### src/rtl/keypad_pkg.sv
// keypad_pkg: shared definitions for the oven keypad entry block.
//   - parameter defaults for the scan divider and debounce depth
//   - key codes for the two command keys (clear, start)
//   - entry FSM state encoding
//   - key_map(): (row, column) -> key code lookup for the 4x3 keypad
package keypad_pkg;

    localparam int SCAN_DIV_DEFAULT = 1000;
    localparam int DEBOUNCE_DEFAULT = 4;

    localparam logic [3:0] KEY_CLEAR = 4'hA;
    localparam logic [3:0] KEY_START = 4'hB;

    typedef enum logic [1:0] {
        SCAN    = 2'd0,
        CONFIRM = 2'd1,
        HELD    = 2'd2,
        RELEASE = 2'd3
    } state_t;

    // Rows 0..2 hold digits 1..9 in reading order; row 3 is '*', '0', '#'.
    function automatic logic [3:0] key_map(input logic [1:0] row, input logic [1:0] col);
        if (row == 2'd3) begin
            case (col)
                2'd0:    key_map = KEY_CLEAR;
                2'd1:    key_map = 4'd0;
                default: key_map = KEY_START;
            endcase
        end else begin
            key_map = {2'b00, row} * 4'd3 + {2'b00, col} + 4'd1;
        end
    endfunction

endpackage

### src/rtl/keypad_if.sv
// keypad_if: bundles the keypad matrix pins, the oven-idle qualifier and the
// entry outputs (BCD time, key event, command pulses).
//   master : the keypad_entry block (drives rows and all results)
//   slave  : the surrounding system (drives enable and the column pins)
interface keypad_if;
    logic       enable;
    logic [2:0] col_in;
    logic [3:0] row_out;
    logic [3:0] seconds_ones;
    logic [3:0] seconds_tens;
    logic [3:0] minutes;
    logic       key_valid;
    logic [3:0] key_code;
    logic       start_pulse;
    logic       clear_pulse;

    modport master (
        input  enable, col_in,
        output row_out, seconds_ones, seconds_tens, minutes,
               key_valid, key_code, start_pulse, clear_pulse
    );

    modport slave (
        output enable, col_in,
        input  row_out, seconds_ones, seconds_tens, minutes,
               key_valid, key_code, start_pulse, clear_pulse
    );
endinterface

### src/rtl/keypad_scanner.sv
// keypad_scanner: drives the keypad rows one at a time and decodes one full
// four-row scan into a single key observation.
//   clk, rst     : system clock, async active-high reset
//   col_in       : raw active-low columns (asynchronous to clk)
//   row_out      : active-low row drive, exactly one bit low
//   scan_done    : one-cycle pulse after the last row of a scan is sampled
//   key_present  : with scan_done, exactly one key was down in the scan
//   key_code     : with scan_done and key_present, the code of that key
module keypad_scanner
    import keypad_pkg::*;
#(
    parameter int SCAN_DIV = SCAN_DIV_DEFAULT
) (
    input  logic       clk,
    input  logic       rst,
    input  logic [2:0] col_in,
    output logic [3:0] row_out,
    output logic       scan_done,
    output logic       key_present,
    output logic [3:0] key_code
);

    localparam int DW = $clog2(SCAN_DIV);

    logic [2:0]    col_meta, col_sync;
    logic [DW-1:0] div_cnt;
    logic [1:0]    row;
    logic          acc_found, acc_bad;
    logic [3:0]    acc_code;

    logic          slot_end;
    logic [2:0]    col_low;
    logic          row_hit, row_multi, prev_found, prev_bad;
    logic [1:0]    hit_col;
    logic          found_n, bad_n;
    logic [3:0]    code_n;

    assign slot_end = (div_cnt == DW'(SCAN_DIV - 1));
    assign row_out  = ~(4'b0001 << row);

    // Fold the current row's sample into the running scan result. Row 0
    // starts a fresh scan, so the accumulators are ignored there.
    always_comb begin
        // NOTE: every signal gets a value before any branch so no latch is inferred.
        col_low    = ~col_sync;
        row_hit    = |col_low;
        row_multi  = (col_low[0] & col_low[1]) | (col_low[0] & col_low[2]) |
                     (col_low[1] & col_low[2]);
        hit_col    = col_low[0] ? 2'd0 : (col_low[1] ? 2'd1 : 2'd2);
        prev_found = (row == 2'd0) ? 1'b0 : acc_found;
        prev_bad   = (row == 2'd0) ? 1'b0 : acc_bad;
        found_n    = prev_found | row_hit;
        // Two columns in one row, or hits in two rows, make the scan ambiguous.
        bad_n      = prev_bad | row_multi | (prev_found & row_hit);
        code_n     = row_hit ? key_map(row, hit_col) : acc_code;
    end

    always_ff @(posedge clk or posedge rst) begin
        if (rst) begin
            // Idle columns read high, so the synchronizer resets to released.
            col_meta    <= 3'b111;
            col_sync    <= 3'b111;
            div_cnt     <= '0;
            row         <= 2'd0;
            acc_found   <= 1'b0;
            acc_bad     <= 1'b0;
            acc_code    <= 4'd0;
            scan_done   <= 1'b0;
            key_present <= 1'b0;
            key_code    <= 4'd0;
        end else begin
            // NOTE: non-blocking assignments keep every flop sampling pre-edge values.
            col_meta  <= col_in;
            col_sync  <= col_meta;
            scan_done <= 1'b0;
            if (slot_end) begin
                div_cnt   <= '0;
                row       <= row + 2'd1;
                acc_found <= found_n;
                acc_bad   <= bad_n;
                acc_code  <= code_n;
                if (row == 2'd3) begin
                    scan_done   <= 1'b1;
                    key_present <= found_n & ~bad_n;
                    key_code    <= code_n;
                end
            end else begin
                div_cnt <= div_cnt + 1'b1;
            end
        end
    end

endmodule

### src/rtl/keypad_entry.sv
// keypad_entry: oven cook-time keypad. Scans a 4x3 matrix, debounces presses
// and releases over whole scans, and shifts digits into an M:SS BCD display.
//   clk, rst : system clock, async active-high reset
//   kif      : keypad_if.master -- enable, col_in in; row_out, minutes,
//              seconds_tens, seconds_ones, key_valid, key_code,
//              start_pulse, clear_pulse out
// '*' clears the time, '#' requests start, digits shift in from the right.
module keypad_entry
    import keypad_pkg::*;
#(
    parameter int SCAN_DIV = SCAN_DIV_DEFAULT,
    parameter int DEBOUNCE = DEBOUNCE_DEFAULT
) (
    input logic      clk,
    input logic      rst,
    keypad_if.master kif
);

    localparam int CW = $clog2(DEBOUNCE + 1);

    state_t        state, state_n;
    logic [CW-1:0] cnt, cnt_n;
    logic [3:0]    cand, cand_n;
    logic          accept;

    logic          scan_done, key_present;
    logic [3:0]    scan_code;

    logic [1:0]    entry_cnt;
    logic [3:0]    ones, tens, mins;
    logic          key_valid_q, start_q, clear_q;
    logic [3:0]    key_code_q;

    keypad_scanner #(.SCAN_DIV(SCAN_DIV)) u_scan (
        .clk        (clk),
        .rst        (rst),
        .col_in     (kif.col_in),
        .row_out    (kif.row_out),
        .scan_done  (scan_done),
        .key_present(key_present),
        .key_code   (scan_code)
    );

    always_ff @(posedge clk or posedge rst) begin
        if (rst) begin
            state <= SCAN;
            cnt   <= '0;
            cand  <= 4'd0;
        end else begin
            state <= state_n;
            cnt   <= cnt_n;
            cand  <= cand_n;
        end
    end

    // Debounce FSM: advances only on scan boundaries. accept marks the one
    // scan on which a press becomes confirmed.
    always_comb begin
        state_n = state;
        cnt_n   = cnt;
        cand_n  = cand;
        accept  = 1'b0;
        if (scan_done) begin
            unique case (state)
                SCAN: if (key_present) begin
                    cand_n = scan_code;
                    cnt_n  = CW'(1);
                    if (DEBOUNCE <= 1) begin
                        state_n = HELD;
                        accept  = 1'b1;
                    end else begin
                        state_n = CONFIRM;
                    end
                end
                CONFIRM: if (key_present && scan_code == cand) begin
                    if (int'(cnt) + 1 >= DEBOUNCE) begin
                        state_n = HELD;
                        accept  = 1'b1;
                    end else begin
                        cnt_n = cnt + 1'b1;
                    end
                end else begin
                    state_n = SCAN;
                end
                HELD: if (!key_present) begin
                    cnt_n   = CW'(1);
                    state_n = (DEBOUNCE <= 1) ? SCAN : RELEASE;
                end
                RELEASE: if (key_present) begin
                    state_n = HELD;
                end else if (int'(cnt) + 1 >= DEBOUNCE) begin
                    state_n = SCAN;
                end else begin
                    cnt_n = cnt + 1'b1;
                end
                default: state_n = SCAN;
            endcase
        end
    end

    // Time entry. An entry count of zero means the next digit starts a new
    // time from 0:00, which is how a digit after '#' replaces the old time.
    always_ff @(posedge clk or posedge rst) begin
        if (rst) begin
            entry_cnt   <= 2'd0;
            ones        <= 4'd0;
            tens        <= 4'd0;
            mins        <= 4'd0;
            key_valid_q <= 1'b0;
            key_code_q  <= 4'd0;
            start_q     <= 1'b0;
            clear_q     <= 1'b0;
        end else begin
            key_valid_q <= accept;
            start_q     <= 1'b0;
            clear_q     <= 1'b0;
            if (accept) begin
                key_code_q <= scan_code;
                if (scan_code == KEY_CLEAR) begin
                    ones      <= 4'd0;
                    tens      <= 4'd0;
                    mins      <= 4'd0;
                    entry_cnt <= 2'd0;
                    clear_q   <= 1'b1;
                end else if (scan_code == KEY_START) begin
                    start_q   <= kif.enable & (|{mins, tens, ones});
                    entry_cnt <= 2'd0;
                end else if (kif.enable && entry_cnt == 2'd0) begin
                    mins      <= 4'd0;
                    tens      <= 4'd0;
                    ones      <= scan_code;
                    entry_cnt <= 2'd1;
                end else if (kif.enable && entry_cnt != 2'd3 && ones <= 4'd5) begin
                    // Shifting is refused when the old ones digit would
                    // become a tens-of-seconds digit above 5.
                    mins      <= tens;
                    tens      <= ones;
                    ones      <= scan_code;
                    entry_cnt <= entry_cnt + 2'd1;
                end
            end
        end
    end

    assign kif.seconds_ones = ones;
    assign kif.seconds_tens = tens;
    assign kif.minutes      = mins;
    assign kif.key_valid    = key_valid_q;
    assign kif.key_code     = key_code_q;
    assign kif.start_pulse  = start_q;
    assign kif.clear_pulse  = clear_q;

endmodule

### src/flat_wrapper.sv
// flat-port wrapper written by rule: the top's interface ports become plain ports
module keypad_entry_flat import keypad_pkg::*;
#(
    parameter int SCAN_DIV = SCAN_DIV_DEFAULT,
    parameter int DEBOUNCE = DEBOUNCE_DEFAULT
)
  (clk, rst, kif_enable, kif_col_in, kif_row_out, kif_seconds_ones, kif_seconds_tens, kif_minutes, kif_key_valid, kif_key_code, kif_start_pulse, kif_clear_pulse);
  keypad_if kif_i ();
  input logic clk;
  input logic rst;
  input wire logic [$bits(kif_i.enable)-1:0] kif_enable;
  input wire logic [$bits(kif_i.col_in)-1:0] kif_col_in;
  output wire logic [$bits(kif_i.row_out)-1:0] kif_row_out;
  output wire logic [$bits(kif_i.seconds_ones)-1:0] kif_seconds_ones;
  output wire logic [$bits(kif_i.seconds_tens)-1:0] kif_seconds_tens;
  output wire logic [$bits(kif_i.minutes)-1:0] kif_minutes;
  output wire logic [$bits(kif_i.key_valid)-1:0] kif_key_valid;
  output wire logic [$bits(kif_i.key_code)-1:0] kif_key_code;
  output wire logic [$bits(kif_i.start_pulse)-1:0] kif_start_pulse;
  output wire logic [$bits(kif_i.clear_pulse)-1:0] kif_clear_pulse;
  assign kif_i.enable = kif_enable;
  assign kif_i.col_in = kif_col_in;
  assign kif_row_out = kif_i.row_out;
  assign kif_seconds_ones = kif_i.seconds_ones;
  assign kif_seconds_tens = kif_i.seconds_tens;
  assign kif_minutes = kif_i.minutes;
  assign kif_key_valid = kif_i.key_valid;
  assign kif_key_code = kif_i.key_code;
  assign kif_start_pulse = kif_i.start_pulse;
  assign kif_clear_pulse = kif_i.clear_pulse;
  keypad_entry #(.SCAN_DIV(SCAN_DIV), .DEBOUNCE(DEBOUNCE)) u_core (.clk(clk), .rst(rst), .kif(kif_i));
endmodule
### config.mk
export PLATFORM = sky130hd
export DESIGN_NAME = keypad_entry_flat
export DESIGN_NICKNAME = d
export VERILOG_FILES = /design/src/rtl/keypad_pkg.sv /design/src/rtl/keypad_if.sv /design/src/rtl/keypad_scanner.sv /design/src/rtl/keypad_entry.sv /design/src/flat_wrapper.sv
export SDC_FILE = /design/constraint.sdc
export NUM_CORES = 1
export LEC_CHECK = 0
export CAP_MARGIN = 40
export CORE_ASPECT_RATIO = 0.75
export CORE_UTILIZATION = 35
export DETAILED_ROUTE_END_ITERATION = 10
export HOLD_SLACK_MARGIN = 0.08
export PLACE_DENSITY = 0.52
export RECOVER_POWER = 25
export SLEW_MARGIN = 20
export SYNTH_ARGS = -nofsm -noshare
export SYNTH_HDL_FRONTEND = slang
export SYNTH_SLANG_ARGS = --single-unit
### constraint.sdc
create_clock -name clk -period 7.8 [get_ports clk]
set_input_delay 1.56 -clock clk [delete_from_list [all_inputs] [get_ports clk]]
set_output_delay 1.56 -clock clk [all_outputs]
set_load 0.005 [all_outputs]
* After elaboration in Yosys (flattened, before gate mapping)
Index checks and enable logic that the tools add are counted.
** Word-level totals
- Input bits :: 6
- Word-level logic and storage cells :: 129
- Register bits :: 60
** Cells by class
- Equality and inequality tests :: 17
- Magnitude comparators :: 2
- $add $sub $neg :: 7
- Shift operators :: 1
- Reductions and logical operators :: 18
- Multiply operators :: 1
- Bitwise logic cells :: 14
- Mux-type cells :: 48
** Operator list (count)
- 4-bit two-way mux :: 14
- 32-bit by 4-bit greater-or-equal comparator with 1-bit output (second input constant) :: 1
- 2-bit two-way mux :: 12
- 3-bit two-way mux :: 5
- 1-bit two-way mux :: 13
- 3-bit one-hot mux with 4 select lines :: 1
- 12-bit OR reduction :: 1
- 10-bit by 1-bit adder with 10-bit output (second input constant) :: 1
- 10-bit == test (second input constant) :: 1
- 10-bit two-way mux :: 1
- 5-bit AND reduction :: 2
- 4-bit == test (second input constant) :: 2
- 2-bit zero test :: 4
- 2-bit inequality test (second input constant) :: 4
- 2-bit one-hot mux with 4 select lines :: 1
- 4-bit one-hot mux with 2 select lines :: 1
- 1-bit AND :: 6
- 2-bit == test (second input constant) :: 3
- 3-bit AND reduction :: 2
- 1-bit bitwise OR :: 5
- 2-bit by 1-bit adder with 2-bit output (second input constant) :: 2
- 3-bit by 1-bit adder with 4-bit output (second input constant) :: 1
- 4-bit by 1-bit adder with 4-bit output (second input constant) :: 1
- 4-bit by 2-bit adder with 4-bit output :: 1
- 17 further kinds :: 23

* Logic depth before layout (Yosys ltp)
- Depth after elaboration :: 8
- Depth in mapped cells :: 10
- Mapped depth without buffers :: 9

* By module
From an unflattened synthesis, not the netlist that was laid out.
** Second synthesis, totals
- Cells, all modules :: 290
- Area, all modules :: 3005.4 µm²
** Modules (own cells, without submodules)
- keypad_scanner :: sequential area each 758.2 µm², cells each 144, times used 1, area an instance 1517.7 µm²
- keypad_entry :: sequential area each 750.7 µm², cells each 146, times used 1, area an instance 1487.7 µm²

* Worst setup path before layout
Ideal clock, no wire load.
- Kind :: input to register
- Start point :: input kif_enable
- End point :: register u_core.ones[0], in the netlist u_core.kif.seconds_ones[0]
- Library setup time :: 0.125 ns
- Stages on the path :: 4
- Arrival time :: 2.452 ns
- Setup slack :: 5.223 ns
- Buffers on the path :: 0
- Path through :: o21a_1 and2_1 o21ai_4 mux2_4
** On the way
- Cells in the longest elaborated chain, start to end :: 4
- Elaborated cells between the ends (all ways) :: 8
** Ends and longest elaborated chain
- start: declaration :: RTL line flat_wrapper.sv:11 : input wire logic [$bits(kif_i.enable)-1:0] kif_enable;
- 1-bit logical AND, on equally long branches :: RTL line keypad_entry.sv:133, keypad_entry.sv:128
- 1-bit logical AND / 4-bit two-way mux (equally long branches) :: RTL line keypad_entry.sv:133, keypad_entry.sv:128
- 3-bit nonzero test (no source line) / 4-bit two-way mux (equally long branches)
- 3-bit AND reduction (no source line) / 4-bit two-way mux (equally long branches)
- end signal: assignment :: RTL line keypad_entry.sv:131 : ones <= scan_code;
- end signal: assignment :: RTL line keypad_entry.sv:138 : ones <= scan_code;
- end: declaration :: RTL line keypad_entry.sv:30 : logic [3:0] ones, tens, mins;
Several ways; a longest one is shown, not always the timed one. The select of a mux whose other input is x is not followed.
A chain may end at the register's enable or synchronous reset.

==> metrics.cfg <==
[yosys]
ys_ff_latch=60
synth_common_cells=dfrtp_1 (54), inv_1 (21), nand2_1 (19)
synth-edff-count=0
avgSynthCellArea_um2=11.4
yosys-top-cells-area=dfrtp_1 (47%), mux2_2 (5.9%), dfstp_2 (5.5%)
yosys.area.top_type_share=0.472
ys_seq_area_frac=0.527
syn_area_mm2=0.00286
synthCells=251
syn_nets=270
yosys_warnings=0
async_reset_ff_frac=1.00
synthDistinctLibCells=45
synth.largest_area_cell=dfrtp_1
synth.most_common_cell=dfrtp_1
ys.flop_type=dfrtp_1

[floorplanning]
num_io_pins=29
num_rows=28
start_util=0.361
die_area_mm2=0.00854
core-area_mm2=0.00792
die_x_um=106
die_y_um=80.3

[worst_setup_path]
worst-r2r-cell-count=6
path_depth=4
r2r_slack_ps=4950
crit_path_start=rst
critical_path.top_delay_family=buffers and inverters
crit_path_end=u_core.u_scan.acc_code[2]
slowest_stage=clkbuf_1
path_cells=dlygate4sd3_1 > clkinv_1 > clkbuf_4 > clkbuf_1
r2r-start=u_core.u_scan.key_code[0]
cp_slowest_stage_delay_ps=2180
critPathBufInv=4
critical_path_class=in -> async
start_kind=primary input
cp-end-kind=async pin
worst-path-max-fanout=60
worstReg2RegEnd=u_core.kif.seconds_ones[2]
crit_required_ps=7540
worstPathArrival_ps=4470

[power]
p_per_area_mw_per_mm2=166
p_leak_nw=1.56
ir_drop_mv=0.110
power.total_mw=0.562

[layout]
fillCellCount=786
n_antenna_cell=0
area_growth_syn_to_layout_pct=18.6
multiInputGateArea_mm2=0.00121
nets=308
instances_no_fill=398
regArea_mm2=0.00151
drive_gt1_frac=0.154

[timing]
clock_skew_ps=11.1
tns_ps=0
fin_crit_ps=4730
holdWs_ps=357
finalSetupViolCount=0
period_share=0.606
worst_pin_slew_ps=3110
rsz0062_at_grt=no
hold_viol_final=0
report.final.slew_viol_count=61
clock.fmax_ghz=0.212
relSlewSlack=-1.07

[routing]
drt-total-wl_um=5290
antenna_left=0
drtPass1Iterations=5
viasPerCell=4.86
drtIter0Drc=102
drc=0
num_vias=1936
wl_per_cell_um=13.3

[grt]
grt_pass1_wl_um=9310
grt_pass1_vias=1860
track_usage=0.144
antenna_found_initial=0
grt_max_degree=61
grt_overflow=0

[cts]
cts_tree=built
cts_buffers=9
clkTransAtPathRegs_ps=70
cts_max_path_buffers=2
cts_sinks=60
cts_setup_buffers=0
cts-htree-levels=3
insertion_delay_ps=330
hold_buffers=0
cts_root_buffer=clkbuf_8
ctsResizeCount=0

[worst_hold_path]
hold_class=reg -> reg
min-delay-start=u_core.u_scan.col_meta[0]

[outcome]
violations=max-capacitance violations, max-slew violations
outcome=complete, but fails checks

[run]
cap_violations=1

[place]
dp_cells=382
io_buffers=28
place_hpwl_um=3660
gp_congestion=0.784

## how the worst min path moves through the flow
| stage | to | slack (ps) | cells after the start |
|---|---|---|---|
| floorplan | u_core.u_scan.col_sync[0] | 350 | 0 |
| global placement | u_core.u_scan.col_sync[0] | 350 | 0 |
| detailed placement | u_core.u_scan.col_sync[0] | 350 | 0 |
| CTS | u_core.u_scan.col_sync[1] | 360 | 0 |
| global route | u_core.u_scan.col_sync[0] | 360 | 0 |
| finish | u_core.u_scan.col_sync[0] | 360 | 0 |
## routing by layer
metal,GRT usage,wire (um),part of all wire
met1,0.213,2880,0.54
met5,0,0,0
met3,0.0438,182,0.034
met2,0.192,2190,0.41
met4,0.0542,51,0.0096
## power by group
group	internal, mW	total (mW)	switching [mW]
Clock	0.110	0.229	0.119
Sequential	0.314	0.316	0.00209
Combinational	0.00568	0.0164	0.0107
## layout make-up
class,instances,share of cell area
Multi-Input combinational cell,165,0.358
Timing Repair Buffer,31,0.0870
Clock inverter,6,0.00958
Inverter,22,0.0258
Tap cell,105,0.0387
Clock buffer,9,0.0365
Sequential cell,60,0.445
## cells in the final DEF, fill, tap and decap left out, types with 2 or more instances in the layout
cell type	n
nor4_1	4
clkdlybuf4s50_1	24
clkbuf_8	9
dfstp_2	6
nand2b_1	2
a21oi_1	11
clkinv_2	5
a22o_1	8
nand3_1	8
fa_1	2
xnor2_1	2
nand2_1	19
o22ai_1	6
and3_1	2
ha_1	11
xor2_1	9
and2_1	3
nor3_1	3
nor2b_1	5
mux2_2	15
nor4_4	2
inv_1	20
nand4_1	3
dlygate4sd3_1	4
o21ai_0	12
nor2_1	15
clkbuf_1	2
dfrtp_1	54
or3_1	2
a31oi_1	4
mux2_4	2
## per-stage QoR
stage | cell area, um2 | worst slack, ps | utilization
after floorplan | 2860 | 4770 | -
after CTS | 3420 | 4510 | 0.432
after detailed placement | 3270 | 4650 | 0.412
after global placement | 3270 | 4660 | 0.412
final | 3390 | 3070 | 0.429
after global routing | 3390 | 2270 | 0.429
## flip-flops by register name, indices dropped and copies added, names as in the netlist, 4 cells and up
name and cells:
u_core.kif.minutes 4, u_core.u_scan.key_code 4, u_core.kif.key_code 4, u_core.kif.seconds_ones 4, u_core.u_scan.acc_code 4, u_core.cand 4, u_core.u_scan.div_cnt 10, u_core.kif.seconds_tens 4
## cell families (layout without fill, tap and decap cells)
logic type / Yosys count / in the layout / synth area share
AND/OR/NAND/NOR: 70 / 70 / 0.139
flip-flops: 60 / 60 / 0.527
AO/OA/AOI/OAI: 52 / 52 / 0.123
buffers and inverters: 26 / 68 / 0.0385
multiplexers: 18 / 18 / 0.0730
adder cells (fa/ha/maj): 14 / 14 / 0.0656
XOR/XNOR: 11 / 11 / 0.0337
Power figures use the tool's default switching activity.
